$ cat config.mk
export PLATFORM = sky130hd
export DESIGN_NAME = emergency_cmd_parser
export DESIGN_NICKNAME = d
export VERILOG_FILES = /design/src/rtl/traffic_pkg.sv /design/src/rtl/emergency_cmd_parser_watchdog.sv /design/src/rtl/emergency_cmd_parser.sv
export SDC_FILE = /design/constraint.sdc
export NUM_CORES = 1
export LEC_CHECK = 0
export ABC_AREA = 0
export CELL_PAD_IN_SITES_DETAIL_PLACEMENT = 0
export CELL_PAD_IN_SITES_GLOBAL_PLACEMENT = 2
export CORE_ASPECT_RATIO = 0.6
export CORE_MARGIN = 5
export CORE_UTILIZATION = 38
export CTS_BUF_LIST = sky130_fd_sc_hd__clkbuf_4
export DETAILED_ROUTE_END_ITERATION = 10
export MAX_ROUTING_LAYER = met4
export PLACE_DENSITY = 0.8
export SETUP_SLACK_MARGIN = 0.2
export SKIP_CTS_REPAIR_TIMING = 1
export SYNTH_ARGS = -nofsm -noshare
export SYNTH_HDL_FRONTEND = slang
export SYNTH_SLANG_ARGS = --single-unit
$ cat constraint.sdc
create_clock -name CLOCK_50 -period 2.9 [get_ports CLOCK_50]
set_input_delay 0.29 -clock CLOCK_50 [delete_from_list [all_inputs] [get_ports CLOCK_50]]
set_output_delay 0.29 -clock CLOCK_50 [all_outputs]
set_load 0.005 [all_outputs]
$ cat src/rtl/traffic_pkg.sv
// Shared constants for the emergency command path (parser and traffic controller).
// Latency: n/a (declarations only).
// Backpressure: n/a.
// Contents: command byte codes, frame delimiters, checksum XOR mask, parser state
// enum and a legal-command helper. The CHK state encoding exists in every build
// but is only reachable when CMD_CHECKSUM_EN is defined.
package traffic_pkg;

  localparam logic [7:0] CMD_N    = 8'h4E;
  localparam logic [7:0] CMD_S    = 8'h53;
  localparam logic [7:0] CMD_E    = 8'h45;
  localparam logic [7:0] CMD_W    = 8'h57;
  localparam logic [7:0] CMD_C    = 8'h43;
  localparam logic [7:0] SOF_BYTE = 8'h24;
  localparam logic [7:0] EOF_BYTE = 8'h0A;
  localparam logic [7:0] CHK_XOR  = 8'h7F;

  typedef enum logic [1:0] {
    ST_IDLE = 2'd0,
    ST_SOF  = 2'd1,
    ST_CMD  = 2'd2,
    ST_CHK  = 2'd3
  } parser_state_e;

  function automatic logic is_cmd(input logic [7:0] b);
    return (b == CMD_N) || (b == CMD_S) || (b == CMD_E) ||
           (b == CMD_W) || (b == CMD_C);
  endfunction

endpackage

$ cat src/rtl/emergency_cmd_parser_watchdog.sv
// Hold-window watchdog: prescaler plus seconds down-counter for an active emergency.
// Latency: expire is combinational from state; arm/disarm take effect next cycle.
// Backpressure: defer freezes the counter on the expiry cycle so expiry slips by one clock.
// Ports: CLOCK_50/reset (sync, active-high); arm reloads and arms; disarm clears;
// defer postpones expiry while the parent is busy reporting a frame error;
// expire is a one-cycle expiry request; armed is high while the window is running.
module cmd_watchdog
  #(
    parameter int CLKS_PER_SEC = 50_000_000,
    parameter int HOLD_SECS    = 30
  )
  (
    input  logic CLOCK_50,
    input  logic reset,
    input  logic arm,
    input  logic disarm,
    input  logic defer,
    output logic expire,
    output logic armed
  );

  localparam int PW = $clog2(CLKS_PER_SEC) + 1;

  logic [PW-1:0] presc;
  logic [7:0]    secs;
  logic          wrap;
  logic          last_sec;

  assign wrap     = (presc == PW'(CLKS_PER_SEC - 1));
  assign last_sec = (secs == 8'd1);
  assign expire   = armed && wrap && last_sec && !defer;

  always_ff @(posedge CLOCK_50) begin
    if (reset) begin
      armed <= 1'b0;
      presc <= '0;
      secs  <= '0;
    end else if (arm) begin
      armed <= 1'b1;
      presc <= '0;
      secs  <= 8'(HOLD_SECS);
    end else if (disarm) begin
      armed <= 1'b0;
      presc <= '0;
      secs  <= '0;
    end else if (armed && !(wrap && last_sec && defer)) begin
      if (wrap) begin
        presc <= '0;
        secs  <= secs - 8'd1;
        if (last_sec) armed <= 1'b0;
      end else begin
        presc <= presc + PW'(1);
      end
    end
  end

endmodule

$ cat src/rtl/emergency_cmd_parser.sv
// Parses '$' CMD LF emergency frames from uart_rx bytes into a validated command strobe.
// Latency: cmd_valid/frame_err one cycle after the terminating/offending rx_done.
// Backpressure: none; the controller must consume every one-cycle strobe.
// Ports: CLOCK_50, reset (sync, active-high), rx_data/rx_done from uart_rx;
// cmd_code/cmd_valid validated command, frame_err/err_count rejects (saturating),
// wd_active while an emergency is held. Optional macro CMD_CHECKSUM_EN adds a
// CHK byte (CMD ^ 0x7F) between CMD and LF.
module emergency_cmd_parser
  import traffic_pkg::*;
  #(
    parameter int CLKS_PER_BIT = 434,
    parameter int GAP_BITS     = 20,
    parameter int CLKS_PER_SEC = 50_000_000,
    parameter int HOLD_SECS    = 30
  )
  (
    input  logic       CLOCK_50,
    input  logic       reset,
    input  logic [7:0] rx_data,
    input  logic       rx_done,
    output logic [7:0] cmd_code,
    output logic       cmd_valid,
    output logic       frame_err,
    output logic [7:0] err_count,
    output logic       wd_active
  );

  localparam int GAP_LIMIT = GAP_BITS * CLKS_PER_BIT;
  localparam int GW        = $clog2(GAP_LIMIT) + 1;

  parser_state_e state, state_nxt;
  logic [7:0]    cmd_lat, cmd_lat_nxt;
  logic [GW-1:0] gap_cnt;
  logic          accept, byte_err, gap_to, ferr_evt;
  logic          wd_expire;

  always_comb begin
    state_nxt   = state;
    cmd_lat_nxt = cmd_lat;
    accept      = 1'b0;
    byte_err    = 1'b0;
    if (rx_done) begin
      case (state)
        ST_IDLE: if (rx_data == SOF_BYTE) state_nxt = ST_SOF;
        ST_SOF: begin
          // A repeated '$' is a harmless resync, not an error.
          if (rx_data == SOF_BYTE) begin
            state_nxt = ST_SOF;
          end else if (is_cmd(rx_data)) begin
            cmd_lat_nxt = rx_data;
            state_nxt   = ST_CMD;
          end else begin
            byte_err  = 1'b1;
            state_nxt = ST_IDLE;
          end
        end
        ST_CMD: begin
          if (rx_data == SOF_BYTE) begin
            byte_err  = 1'b1;
            state_nxt = ST_SOF;
`ifdef CMD_CHECKSUM_EN
          end else if (rx_data == (cmd_lat ^ CHK_XOR)) begin
            state_nxt = ST_CHK;
`else
          end else if (rx_data == EOF_BYTE) begin
            accept    = 1'b1;
            state_nxt = ST_IDLE;
`endif
          end else begin
            byte_err  = 1'b1;
            state_nxt = ST_IDLE;
          end
        end
`ifdef CMD_CHECKSUM_EN
        ST_CHK: begin
          if (rx_data == SOF_BYTE) begin
            byte_err  = 1'b1;
            state_nxt = ST_SOF;
          end else if (rx_data == EOF_BYTE) begin
            accept    = 1'b1;
            state_nxt = ST_IDLE;
          end else begin
            byte_err  = 1'b1;
            state_nxt = ST_IDLE;
          end
        end
`endif
        default: state_nxt = ST_IDLE;
      endcase
    end
  end

  // A byte arriving on the timeout cycle is processed; the timeout is dropped.
  assign gap_to   = (state != ST_IDLE) && !rx_done && (gap_cnt == GW'(GAP_LIMIT - 1));
  assign ferr_evt = byte_err || gap_to;

  always_ff @(posedge CLOCK_50) begin
    if (reset) begin
      state     <= ST_IDLE;
      cmd_lat   <= CMD_C;
      gap_cnt   <= '0;
      cmd_code  <= CMD_C;
      cmd_valid <= 1'b0;
      frame_err <= 1'b0;
      err_count <= '0;
    end else begin
      state     <= gap_to ? ST_IDLE : state_nxt;
      cmd_lat   <= cmd_lat_nxt;
      frame_err <= ferr_evt;
      cmd_valid <= 1'b0;
      if (rx_done || gap_to || state_nxt == ST_IDLE) gap_cnt <= '0;
      else                                           gap_cnt <= gap_cnt + GW'(1);
      // A frame accepted on the expiry cycle wins; only one strobe results.
      if (accept) begin
        cmd_code  <= cmd_lat;
        cmd_valid <= 1'b1;
      end else if (wd_expire) begin
        cmd_code  <= CMD_C;
        cmd_valid <= 1'b1;
      end
      if (ferr_evt && err_count != 8'hFF) err_count <= err_count + 8'd1;
    end
  end

  // Expiry is deferred while frame_err fires so the two strobes never overlap.
  cmd_watchdog #(
    .CLKS_PER_SEC(CLKS_PER_SEC),
    .HOLD_SECS   (HOLD_SECS)
  ) u_watchdog (
    .CLOCK_50(CLOCK_50),
    .reset   (reset),
    .arm     (accept && cmd_lat != CMD_C),
    .disarm  (accept && cmd_lat == CMD_C),
    .defer   (ferr_evt),
    .expire  (wd_expire),
    .armed   (wd_active)
  );

endmodule

==> impl_results.md, run 1 <==
- Gr ovfl total: 0
- DIE WIDTH: 140 um
- PwrDens: 374 nW/um2
- Syn Inst Count: 428
- Crit-path max FO: 20
- Filler Cell Count: 962
- Initial Util: 39.1%
- Syn nets: 448
- Largest net degree at the start of global routing: 27
- H-tree Lvls: 3
- Leading area contributor after synthesis: dfxtp_1
- Register area: 1580 um2
- Total Routing Usage GR: 14.9%
- DRT Wirelength: 8430 um
- Wire per inst: 13.9 um
- Critical Path RT: 3.27 ns
- Placement Rows: 28
- Asr flop ratio synth: 0%
- MaxCap Viol Count: 0
- CTS Buf Count: 9
- N_diodes: 0
- Most instantiated cells after synthesis: dfxtp_1, nor2_1, nand2_1
- Synthesized-area fraction occupied by adder cells: 2.91%
- Register area share after synthesis: 40.8%
- Crit-path slowest cell: clkdlybuf4s50_1
- Via density: 5.07
- Min-Delay Path Class: register to register
- Pre-CTS WS: 0.0292 ns
- Global-route wire length before repair: 14200 um
- Initial antenna violation count: 0
- Clock Tree Buf Depth: 2
- Clk_lat worst skew: 0.42 ns
- Cell with the most instances after synthesis: dfxtp_1
- Worst-path clk slew: 0.12 ns
- Post-synthesis mux area share: 0.258%
- IO Port Bufs: 29
- Min cycle time layout: 2.47 ns
- Post-synthesis xor/xnor area fraction: 10.4%
- Fmax: 405 MHz
- Setup TNS: 0 ns
- Setup-failing EPs final: 0
- Crit-path max cell delay: 0.55 ns
- Fin crit share: 85.2%
- DP HPWL: 6270 um
- Layout Skew: 0.0112 ns
- Core ar.: 9910 um2
- Fin cells: 606
- I/O Pins: 30
- CP cell instances: clkdlybuf4s50_1, nor4bb_1, and2_1, o21ai_0, a31oi_2, buf_4, o211ai_2, or3_1, a21oi_1
- Setup crit end kind: register
- Post-synth top area share: 40.8%
- Post-synth top flop: dfxtp_1
- Critical path type: primary input to register
- Final-stage net count: 488
- CTS tree: done
- Post-synth EDFFs: 0
- Slew Limit Headroom: 62.0%
- Slew Viols, Final: 0
- Post-Synth Simple-Gate Area: 33.5%
- Multi-input logic area: 2200 um2
- Root Buffer: clkbuf_4
- Die Area: 12400 um2
- Status: completed
- Worst VDD drop: 0.146 mV
- Worst-margin pin slew: 0.568 ns
- Routed Antenna Nets: 0
- Final setup margin: 0.429 ns
- Lkg Pwr: 1.55 nW
- Die height: 88.2 um
- DRC Markers: 0
- Clock Sinks: 79
- Placer Congestion: 0.754
- First-pass DRT Iterations: 4
- Post-synthesis cell area: 3870 um2
- Synth Area in Compound Gates: 9.01%
- DRT iter0 DRCs: 223
- Syn-to-layout area delta: 15.8%
- Largest family of logic cells by synthesized area: simple AND/OR/NAND/NOR gates
- Final Hold Vio Count: 0
- Dpl cells: 592
- Vias in the first global route: 2802
- RSZ-0062 raised after global routing: false
- Post-synth cell types: 60
- CP arrival: 2.84 ns
- YS warnings: 0
- Overall Power: 1.68 mW
- Average cell area after synthesis: 9.05 um2
- Detailed-route via count: 3073
- Synth area leaders: dfxtp_1, xor2_1, nor2_1
- CP startpoint kind: primary input
- Share of cells above drive strength 1: 13.8%
- Yosys reg bits: 79
[registers in the layout, indices dropped and copies added (netlist names)]
signal / flops
u_watchdog.armed: 1
cmd_lat: 8
gap_cnt: 15
state: 2
u_watchdog.presc: 27
cmd_code: 8
cmd_valid: 1
frame_err: 1
err_count: 8
u_watchdog.secs: 8
[power by group]
part / switching, mW / internal (mW)
logic: 0.0330 / 0.0258
registers: 0.0000534 / 1.08
clock network: 0.354 / 0.180
total: 0.387 / 1.29
[cell type report]
type                            instances  area share (%)
Multi-Input combinational cell        327            49.0
Sequential cell                        79            35.3
Timing Repair Buffer                   44            9.26
Tap cell                              135            3.77
Clock buffer                           11            1.84
Inverter                                7           0.586
Clock inverter                          3           0.279
[cell families after synthesis]
kind of cell,count (synthesis)
DFF,79
xor gates and xnor gates,46
and+or+nand+nor,219
adders and majority gates,9
buffers and inverters,22
muxes,1
AOI/OAI and AO/OA,52
[metrics by stage]
stage | hold slack, ns | utilization, % | area, um2
final | 0.477 | 45.2 | 4490
after global routing | 0.494 | 45.2 | 4490
after CTS | 0.479 | 45.1 | 4470
after detailed placement | 0.450 | 44.1 | 4370
after global placement | 0.444 | 44.1 | 4370
after floorplan | 0.414 | - | 3870
[cells in the final DEF, fill, tap and decap left out, types with 2 or more instances in the layout]
cell,count
inv_1,7
a21oi_1,13
a22oi_1,5
nor2_4,11
nor2_1,51
o211ai_2,2
and4_1,2
nor4b_2,3
and3_1,15
xor2_1,28
ha_1,9
o211ai_1,2
clkdlybuf4s50_1,29
dfxtp_1,79
nand3b_1,2
nor4bb_1,2
nand2b_1,8
nor4_1,6
and2_1,5
clkbuf_4,11
or3_1,8
nand2_1,33
o22ai_1,4
nand3_1,17
o21ai_0,11
nor2_2,9
nor3b_1,4
nor3_1,8
nor4b_1,5
clkinv_1,2
o2111ai_1,3
nor4b_4,2
nand4_1,14
buf_4,14
xnor2_1,18
[worst paths after layout]
kind	from	endpoint	slack, ns	cells past startpoint
setup / recovery	rx_data[3]	u_watchdog.presc[9]	0.43	9
hold / removal	gap_cnt[0]	gap_cnt[0]	0.48	1
setup reg to reg	state[0]	u_watchdog.presc[5]	0.50	10
hold reg to reg	gap_cnt[0]	gap_cnt[0]	0.48	1
[metal layers]
metal | global-route usage, % | routed length, um
met1 | 22.3 | 4900
met2 | 18.6 | 3070
met3 | 4.42 | 406
met4 | 4.31 | 53
met5 | - | 0
[critical path: cells and delay by family]
kind | cells | cell delay, ns
AO/OA/AOI/OAI | 4 | 0.66
AND/OR/NAND/NOR | 3 | 1.06
buffers and inverters | 2 | 0.83
Note: power is estimated with default switching activity, not from simulation.
==> run 2, diff against run 1 <==
--- a/config.mk
+++ b/config.mk
@@ -5,16 +5,17 @@
 export SDC_FILE = /design/constraint.sdc
 export NUM_CORES = 1
 export LEC_CHECK = 0
-export ABC_AREA = 0
+export ABC_AREA = 1
 export CELL_PAD_IN_SITES_DETAIL_PLACEMENT = 0
 export CELL_PAD_IN_SITES_GLOBAL_PLACEMENT = 2
 export CORE_ASPECT_RATIO = 0.6
 export CORE_MARGIN = 5
-export CORE_UTILIZATION = 38
+export CORE_UTILIZATION = 35
 export CTS_BUF_LIST = sky130_fd_sc_hd__clkbuf_4
+export CTS_CLUSTER_SIZE = 14
 export DETAILED_ROUTE_END_ITERATION = 10
 export MAX_ROUTING_LAYER = met4
-export PLACE_DENSITY = 0.8
+export PLACE_DENSITY = 0.81
 export SETUP_SLACK_MARGIN = 0.2
 export SKIP_CTS_REPAIR_TIMING = 1
 export SYNTH_ARGS = -nofsm -noshare
==> impl_results.md, run 2 <==
- Status: completed
- Reg2Reg Depth: 12
- Worst R2R Setup Slack: 0.48 ns
- Crit-path slowest cell: dfxtp_1
- Die height: 98.3 um
- Via density: 4.93
- First-pass DRT Iterations: 5
- Routed Antenna Nets: 0
- Crit-path max cell delay: 0.42 ns
- Initial Util: 35.6%
- Post-synth top area share: 34.8%
- M3 GR Usage: 3.85%
- DRT Wirelength: 12000 um
- Filler Cell Count: 1339
- Share of cells above drive strength 1: 10.8%
- CTS Buf Count: 9
- Wire per inst: 13.8 um
- Reg2reg end: u_watchdog.presc[3]
- Post-synth EDFFs: 0
- Final non-filler cell area: 5220 um2
- Register area share after synthesis: 34.8%
- Crit-path max FO: 19
- Setup crit end kind: register
- Dpl cell area: 5030 um2
- Worst-path clk slew: 0.13 ns
- Most crowded layer after global routing: met1
- Final-stage net count: 712
- I/O Pins: 30
- Critical path type: register to register
- Slew Viols, Final: 0
- Min cycle time layout: 2.42 ns
- Clock Tree Buf Depth: 2
- N_diodes: 0
- Slew Limit Headroom: 60.8%
- Dpl cells: 851
- Setup-failing EPs final: 0
- Largest delay share family, worst path: simple AND/OR/NAND/NOR gates
- Yosys reg bits: 79
- Commonest non-fill, non-tap cells in the layout: nand2_1, nor2_1, dfxtp_1
- Worst hold endpoint: gap_cnt[0]
- DP HPWL: 9100 um
- Fmax: 414 MHz
- Syn nets: 680
- YS warnings: 0
- Met2 usage: 20.2%
- Core ar.: 12800 um2
- Syn-to-layout area delta: 14.9%
- Most instantiated cells after synthesis: nand2_1, nor2_1, dfxtp_1
- Die Area: 15400 um2
- Hold wc startpoint: gap_cnt[0]
- DRT iter0 DRCs: 341
- Worst VDD drop: 0.180 mV
- Lkg Pwr: 1.97 nW
- Largest register FFs: 27
- CP cell instances: ha_1, nand2_2, nor2_8, nand2_2, nor3_4, nand4_4, nor2_4, nand2_4, nand2_4, buf_4, nand2_1, a21oi_1
- DRC Markers: 0
- Root Buffer: clkbuf_4
- Layout Skew: 0.0144 ns
- Hold path depth: 1
- Placer Congestion: 0.900
- Global-route wire length before repair: 20200 um
- Total Routing Usage GR: 16.8%
- Post-Route Hold Slack: 0.461 ns
- Placement Rows: 32
- Clk_lat worst skew: 0.43 ns
- Fin cells: 867
- Vias in the first global route: 3880
- CP startpoint kind: register
- Crit path buf inv count: 1
- Syn Inst Count: 660
- DIE WIDTH: 157 um
- Detailed-route via count: 4276
- Clock Sinks: 79
- Largest registers: u_watchdog.presc: 27 flops, gap_cnt: 15 flops
- Post-synth cell types: 37
- Worst r2r src: u_watchdog.presc[0]
- H-tree Lvls: 3
- Worst-margin pin slew: 0.585 ns
- CP arrival: 2.78 ns
- Gr ovfl total: 0
- Setup TNS: 0 ns
- Most flop-heavy register: u_watchdog.presc
- RSZ-0062 raised after global routing: false
- Average cell area after synthesis: 6.89 um2
- Largest net degree at the start of global routing: 32
- Final Hold Vio Count: 0
- Commonest non-fill, non-tap cell in the layout: nand2_1
- PwrDens: 382 nW/um2
- Initial antenna violation count: 0
- Fin crit share: 83.3%
- Cell with the most instances after synthesis: nand2_1
- Met1 usage: 27.5%
- Critical Path RT: 3.26 ns
- Asr flop ratio synth: 0%
- MaxCap Viol Count: 0
- Min-Delay Path Class: register to register
- CTS tree: done
- Synth area leaders: dfxtp_1, nand2_1, nor2_1
- Leading area contributor after synthesis: dfxtp_1
- Post-synth top flop: dfxtp_1
- IO Port Bufs: 29
- Post-synthesis cell area: 4540 um2
[run 2: cell count changes after synthesis, sizes merged, moves of 10 or more]
cell,previous run,this run
nand2,34,170
nand3,17,49
nor2,71,99
a21oi,13,47
nor3,8,20
inv,7,64
and3,15,0
nor4b,10,0
[run 2: how the worst max path moves through the flow]
stage	to	start	cells past startpoint
after global placement	u_watchdog.presc[11]	gap_cnt[0]	10
after CTS	u_watchdog.presc[3]	gap_cnt[0]	10
after floorplan	u_watchdog.presc[19]	u_watchdog.presc[0]	13
after global routing	u_watchdog.presc[6]	u_watchdog.presc[0]	12
final	u_watchdog.presc[3]	u_watchdog.presc[0]	12
after detailed placement	u_watchdog.presc[8]	gap_cnt[0]	10
[run 2: cell families after synthesis]
family	Yosys count	share of synthesized area, %
xor+xnor	39	7.52
fa+ha+maj	9	2.48
simple gates	383	39.0
buf+inv	85	7.85
flops	79	34.8
compound gates	65	8.40
[run 2: where the power goes]
group          switching (mW)  leakage (nW)  internal, mW
registers           0.0000424         0.636          1.09
clock network           0.405        0.0984         0.445
logic                  0.0358          1.24        0.0226
[run 2: metal layers]
metal | vias to the layer above | part of all wire, %
li1 | 2197 | -
met2 | 98 | 36
met1 | 1975 | 58
met3 | 6 | 5.7
met5 | - | 0
met4 | 0 | 0.55
[run 2: per-stage QoR]
step / util [%] / setup slack, ns / power, mW
global placement: 39.4 / 0.288 / 1.17
finish: 40.9 / 0.484 / 1.99
detailed placement: 39.4 / 0.285 / 1.17
floorplan: - / 0.998 / 1.14
CTS: 40.8 / 0.239 / 2.02
global route: 40.9 / 0.273 / 2.08
[run 2: cell type report]
class / count / area [um2] / area share (%)
Clock inverter: 6 / 108 / 2.06
Tap cell: 170 / 213 / 4.07
Clock buffer: 10 / 75.1 / 1.44
Multi-Input combinational cell: 496 / 2610 / 50.0
Timing Repair Buffer: 40 / 385 / 7.38
Sequential cell: 79 / 1580 / 30.3
Inverter: 66 / 248 / 4.74
